[config.mk]
export PLATFORM = sky130hd
export DESIGN_NAME = paint_brush_writer
export DESIGN_NICKNAME = d
export VERILOG_FILES = /design/src/rtl/paint_pkg.sv /design/src/rtl/brush_clip.sv /design/src/rtl/paint_brush_writer.sv
export SDC_FILE = /design/constraint.sdc
export NUM_CORES = 1
export LEC_CHECK = 0
export CORE_MARGIN = 2
export CORE_UTILIZATION = 45
export DETAILED_ROUTE_END_ITERATION = 7
export PLACE_DENSITY = 0.65
export SLEW_MARGIN = 20
export SYNTH_ARGS = -nofsm -noshare
export SYNTH_HDL_FRONTEND = slang
export SYNTH_SLANG_ARGS = --single-unit
[constraint.sdc]
create_clock -name clk -period 6.41 [get_ports clk]
set_input_delay 1.6025 -clock clk [delete_from_list [all_inputs] [get_ports clk]]
set_output_delay 1.6025 -clock clk [all_outputs]
set_load 0.02 [all_outputs]
[src/rtl/paint_pkg.sv]
`default_nettype none
// ---------------------------------------------------------------------------
// paint_pkg : frame geometry, colour codes and engine states for the paint RAM
// Rev 1.0
// ---------------------------------------------------------------------------
package paint_pkg;

  localparam int H_RES        = 640;
  localparam int V_RES        = 480;
  localparam int FRAME_PIXELS = H_RES * V_RES;
  localparam int MAX_SIZE     = 7;

  typedef enum logic [2:0] {
    ERASE  = 3'd0,
    WHITE  = 3'd1,
    BLACK  = 3'd2,
    RED    = 3'd3,
    BLUE   = 3'd4,
    YELLOW = 3'd5,
    GREEN  = 3'd6,
    PURPLE = 3'd7
  } color_t;

  typedef enum logic [1:0] {
    IDLE  = 2'd0,
    PAINT = 2'd1,
    CLEAR = 2'd2
  } state_t;

endpackage
`default_nettype wire

[src/rtl/brush_clip.sv]
`default_nettype none
// ---------------------------------------------------------------------------
// brush_clip : maps brush centre and half-size to an on-screen bounding box
// Rev 1.0
// ---------------------------------------------------------------------------
module brush_clip #(
  parameter int H_RES    = paint_pkg::H_RES,
  parameter int V_RES    = paint_pkg::V_RES,
  parameter int MAX_SIZE = paint_pkg::MAX_SIZE
) (
  input  logic [9:0] x,
  input  logic [8:0] y,
  input  logic [2:0] size,
  output logic [9:0] x0,
  output logic [9:0] x1,
  output logic [8:0] y0,
  output logic [8:0] y1,
  output logic       empty
);

  int s;
  int lo_x;
  int hi_x;
  int lo_y;
  int hi_y;

  // Signed integer arithmetic so a brush overhanging the left/top edge cannot wrap.
  always_comb begin
    s    = (int'(size) > MAX_SIZE) ? MAX_SIZE : int'(size);
    lo_x = int'(x) - s;
    hi_x = int'(x) + s;
    lo_y = int'(y) - s;
    hi_y = int'(y) + s;
    if (lo_x < 0)         lo_x = 0;
    if (hi_x > H_RES - 1) hi_x = H_RES - 1;
    if (lo_y < 0)         lo_y = 0;
    if (hi_y > V_RES - 1) hi_y = V_RES - 1;
    x0    = 10'(lo_x);
    x1    = 10'(hi_x);
    y0    = 9'(lo_y);
    y1    = 9'(hi_y);
    empty = (int'(x) >= H_RES) || (int'(y) >= V_RES);
  end

endmodule
`default_nettype wire

[src/rtl/paint_brush_writer.sv]
`default_nettype none
// ---------------------------------------------------------------------------
// paint_brush_writer : paints clipped square brushes or clears the frame RAM
// Rev 1.0
// ---------------------------------------------------------------------------
module paint_brush_writer #(
  parameter int H_RES    = paint_pkg::H_RES,
  parameter int V_RES    = paint_pkg::V_RES,
  parameter int MAX_SIZE = paint_pkg::MAX_SIZE,
  parameter int ADDR_W   = 19
) (
  input  logic              clk,
  input  logic              reset,
  input  logic              req_valid,
  output logic              req_ready,
  input  logic [9:0]        req_x,
  input  logic [8:0]        req_y,
  input  logic [2:0]        req_color,
  input  logic [2:0]        req_size,
  input  logic              clr_req,
  output logic              busy,
  output logic [ADDR_W-1:0] wr_addr,
  output logic              wren,
  output logic [2:0]        wr_data
);

  import paint_pkg::*;

  localparam logic [ADDR_W-1:0] H_STEP    = ADDR_W'(H_RES);
  localparam logic [ADDR_W-1:0] LAST_ADDR = ADDR_W'(H_RES * V_RES - 1);

  state_t            state_q, state_d;
  logic [9:0]        col_q, col_d;
  logic [9:0]        x0_q, x0_d;
  logic [9:0]        x1_q, x1_d;
  logic [8:0]        row_q, row_d;
  logic [8:0]        y1_q, y1_d;
  logic [ADDR_W-1:0] row_base_q, row_base_d;
  logic [ADDR_W-1:0] wr_addr_q, wr_addr_d;
  logic              wren_q, wren_d;
  logic [2:0]        wr_data_q, wr_data_d;
  logic              busy_q, busy_d;

  logic [9:0]        clip_x0, clip_x1;
  logic [8:0]        clip_y0, clip_y1;
  logic              clip_empty;
  logic [ADDR_W-1:0] first_base;

  brush_clip #(
    .H_RES    (H_RES),
    .V_RES    (V_RES),
    .MAX_SIZE (MAX_SIZE)
  ) u_brush_clip (
    .x     (req_x),
    .y     (req_y),
    .size  (req_size),
    .x0    (clip_x0),
    .x1    (clip_x1),
    .y0    (clip_y0),
    .y1    (clip_y1),
    .empty (clip_empty)
  );

  // The only multiply: first row base, formed once at accept time.
  assign first_base = ADDR_W'(clip_y0) * H_STEP;

  always_comb begin
    state_d    = state_q;
    col_d      = col_q;
    x0_d       = x0_q;
    x1_d       = x1_q;
    row_d      = row_q;
    y1_d       = y1_q;
    row_base_d = row_base_q;
    wr_addr_d  = wr_addr_q;
    wr_data_d  = wr_data_q;
    wren_d     = 1'b0;

    unique case (state_q)
      IDLE: begin
        if (clr_req) begin
          state_d   = CLEAR;
          wr_addr_d = '0;
          wr_data_d = ERASE;
          wren_d    = 1'b1;
        end else if (req_valid) begin
          state_d    = PAINT;
          x0_d       = clip_x0;
          x1_d       = clip_x1;
          y1_d       = clip_y1;
          col_d      = clip_x0;
          row_d      = clip_y0;
          row_base_d = first_base;
          wr_addr_d  = first_base + ADDR_W'(clip_x0);
          wr_data_d  = req_color;
          wren_d     = !clip_empty;
        end
      end

      // Output registers hold the pixel being written; step to the next one
      // or retire once the current pixel is the last (or the box was empty).
      PAINT: begin
        if (!wren_q || (col_q == x1_q && row_q == y1_q)) begin
          state_d = IDLE;
        end else begin
          wren_d = 1'b1;
          if (col_q == x1_q) begin
            col_d      = x0_q;
            row_d      = row_q + 1'b1;
            row_base_d = row_base_q + H_STEP;
            wr_addr_d  = row_base_q + H_STEP + ADDR_W'(x0_q);
          end else begin
            col_d     = col_q + 1'b1;
            wr_addr_d = wr_addr_q + 1'b1;
          end
        end
      end

      CLEAR: begin
        if (wr_addr_q == LAST_ADDR) begin
          state_d = IDLE;
        end else begin
          wren_d    = 1'b1;
          wr_addr_d = wr_addr_q + 1'b1;
        end
      end

      default: state_d = IDLE;
    endcase

    busy_d = (state_d != IDLE);
  end

  always_ff @(posedge clk) begin
    if (reset) begin
      state_q    <= IDLE;
      col_q      <= '0;
      x0_q       <= '0;
      x1_q       <= '0;
      row_q      <= '0;
      y1_q       <= '0;
      row_base_q <= '0;
      wr_addr_q  <= '0;
      wren_q     <= 1'b0;
      wr_data_q  <= '0;
      busy_q     <= 1'b0;
    end else begin
      state_q    <= state_d;
      col_q      <= col_d;
      x0_q       <= x0_d;
      x1_q       <= x1_d;
      row_q      <= row_d;
      y1_q       <= y1_d;
      row_base_q <= row_base_d;
      wr_addr_q  <= wr_addr_d;
      wren_q     <= wren_d;
      wr_data_q  <= wr_data_d;
      busy_q     <= busy_d;
    end
  end

  assign req_ready = (state_q == IDLE);
  assign busy      = busy_q;
  assign wr_addr   = wr_addr_q;
  assign wren      = wren_q;
  assign wr_data   = wr_data_q;

endmodule
`default_nettype wire
==> results of run 1 <==
-- critical path, delay by kind of cell --
kind	cells	cell delay, ns
buf+inv	3	0.77
simple gates	4	0.55
fa+ha+maj	4	1.36
compound gates	7	1.77
-- power groups by stage --
stage	Combinational, mW	Sequential [mW]	Clock (mW)
floorplan	0.499	0.680	0
global placement	0.717	0.679	0
detailed placement	0.719	0.679	0
CTS	0.724	0.668	0.598
global route	0.806	0.680	0.619
finish	0.729	0.669	0.587
-- sequential cells by signal, summed over array words and instances, names as in the netlist --
register,flops
wr_addr,19
row_base_q,12
col_q,10
x0_q,10
x1_q,10
row_q,9
y1_q,9
wr_data,3
state_q,2
busy,1
wren,1
-- cell families after synthesis --
family,count (synthesis),share of synthesized area
xor gates and xnor gates,89,0.1149
buffers and inverters,92,0.05424
and+or+nand+nor,314,0.2186
muxes,7,0.01033
adders and majority gates,47,0.09336
AOI/OAI and AO/OA,260,0.2546
DFF,86,0.2539
-- metal layers --
layer  up-vias  routed length [um]
li1       3280                   -
met1      3028                9314
met2       191                8064
met3        24                 932
met4         0                 280
met5         -                   0
-- cell usage in the layout, fill, tap and decap left out, types with 21 or more instances in the layout --
| cell type | synthesis | layout |
|---|---|---|
| nor2_1 | 104 | 104 |
| nand2_1 | 63 | 63 |
| a211oi_1 | 24 | 24 |
| xor2_1 | 52 | 52 |
| nor3_1 | 34 | 34 |
| buf_4 | 2 | 21 |
| o21ai_0 | 47 | 47 |
| xnor2_1 | 37 | 37 |
| a21oi_1 | 81 | 81 |
| ha_1 | 41 | 41 |
| dfxtp_1 | 86 | 86 |
| clkdlybuf4s50_1 | 0 | 52 |
| inv_1 | 33 | 33 |
| nand3_1 | 38 | 38 |
-- metrics by stage --
step / hold slack (ns) / instance area (um^2)
floorplan: 0.4407 / 6782
global placement: 0.4527 / 7455
detailed placement: 0.4639 / 7455
CTS: 0.4728 / 7780
global route: 0.4947 / 7780
finish: 0.4654 / 7780
-- area by class of cell --
cell class / count / area [um^2]
fill: 1441 / 6864
multi-input combinational: 717 / 4692
sequential: 86 / 1722
timing repair buffer: 74 / 683.2
clock buffer: 11 / 242.7
tap: 184 / 230.2
inverter: 34 / 127.6
clock inverter: 5 / 82.58
-- final timing paths --
kind                               startpoint          end  slack [ns]  depth (start not counted)
worst max-delay path              req_size[2]  wr_addr[18]        0.64                         18
worst min-delay path                  y1_q[7]      y1_q[7]        0.47                          2
worst max register to register  row_base_q[7]  wr_addr[17]        3.31                          9
worst min register to register        y1_q[7]      y1_q[7]        0.47                          2
==> flow_metrics.tcl, run 1 <==
set metrics [dict create \
    grt.overflow.total 0 \
    period_share 0.9004 \
    switchingPower_mw 0.7368 \
    required_ns 6.68 \
    fin_cells 1111 \
    wirelength_um 18590 \
    yosys-top-cells-count "104 x nor2_1, 86 x dfxtp_1, 81 x a21oi_1" \
    drt_iter0_drc 430 \
    async_reset_ff_frac 0 \
    synth.most_common_cell "nor2_1" \
    cp_slowest_cell "clkdlybuf4s50_1" \
    clk_pin_slew_ns 0.07 \
    ctsHoldBuffers 0 \
    synth_top_cell_by_area "dfxtp_1" \
    fmax_ghz 0.1733 \
    synthesis.area_mm2 0.006782 \
    nets 998 \
    io-pin-count 54 \
    power_density_mw_per_mm2 255.1 \
    synth_cells 895 \
    synth_area_per_cell_um2 7.577 \
    crit_arrival_ns 6.04 \
    top_usage_layer "met2" \
    fin_worst_skew_ns 0.009240 \
    netlist_top_cells_area "dfxtp_1 25%, ha_1 7.6%, xor2_1 6.7%" \
    drive_above_1_share 0.05609 \
    synth_cell_types 68 \
    end_kind "register" \
    gr-usage-met3 0.02573 \
    post_cts_buffers 0 \
    gp_congestion 0.8555 \
    ys_seq_area_frac 0.2539 \
    core.rowCount 44 \
    hold_class "register to register" \
    rsz0062_at_grt "false" \
    die_y_um 126.8 \
    dp_hpwl_um 13310 \
    synth_enable_flop_cells 0 \
    synth_top_area_share 0.2539 \
    power_frac_seq 0.337 \
    cts.sinks 86 \
    max-clock-path-buffers 2 \
    drtPass1Iterations 5 \
    die_area_mm2 0.01607 \
    yosys_register_bits 86 \
    use_met2 0.3548 \
    final-setup-viol-count 0 \
    area_growth_pct 14.72 \
    final_core_util 0.5313 \
    maxSlewHeadroom 0.3001 \
    viasPerCell 5.871 \
    placedCellCount 1095 \
    place_ws_ns 0.2696 \
    wire_per_inst_um 16.73 \
    maxCapViolCount 0 \
    critPathMostFrequentCell "ha_1" \
    post-route-drc-count 0 \
    grt_start_max_net_pins 47 \
    crit_path_start_kind "input pin" \
    fp.dieW_um 126.8 \
    antenna_left 0 \
    pwr-share-comb 0.367 \
    h-tree-depth 3 \
    cts-buffers-inserted 9 \
    worstPathCellList "clkdlybuf4s50_1, inv_1, ha_1, nand2_1, o211ai_1, nor3_2, buf_4, nor2_1, ha_1, ha_1, fa_1, a211oi_1, o21ai_0, a211oi_1, nand4_1, o221ai_1, o211ai_1, o22ai_1" \
    start_util 0.4631 \
    cp_max_fo 9 \
    finalSetupTns_ns 0 \
    critPathKind "input pin to register" \
    power_mw 1.985 \
    synth-warning-count 0 \
    num_vias 6523 \
    synth_flop_cell "dfxtp_1" \
    core_mm2 0.01464 \
    critPathMaxStageDelay_ns 0.52 \
    antenna_found_initial 0 \
    n_antenna_cell 0 \
    p_leak_nw 2.975 \
    cts_tree "done" \
    switching_share 0.3712 \
    grt_util_met1 0.3496 \
    p_clk_frac 0.296 \
    drv_slew 0 \
    post_cts_resized 0 \
    p_int_mw 1.248 \
    fin_ws_ns 0.6387 \
    grt_use_total 0.2344 \
    cts_root_buf "clkbuf_16" \
    port_buffers 53 \
    min_period_ns 5.771 \
    worst_pin_slew_ns 1.046 \
    hold_viol_final 0 \
    status "finished, final reports clean" \
    grt_pass1_vias 5899 \
    syn_nets 971 \
    clk_latency_ns 0.35 \
    max-vdd-ir-drop_v 0.0001466 \
    grt_first_pass_wirelength_um 30820 \
]
Note: power is estimated with default switching activity, not from simulation.
==> inputs of run 2 (changes only) <==
Settings changed: TNS_END_PERCENT set to 30.
==> results of run 2 <==
No change in the layout: final DEF, timing and power equal those of run 1.
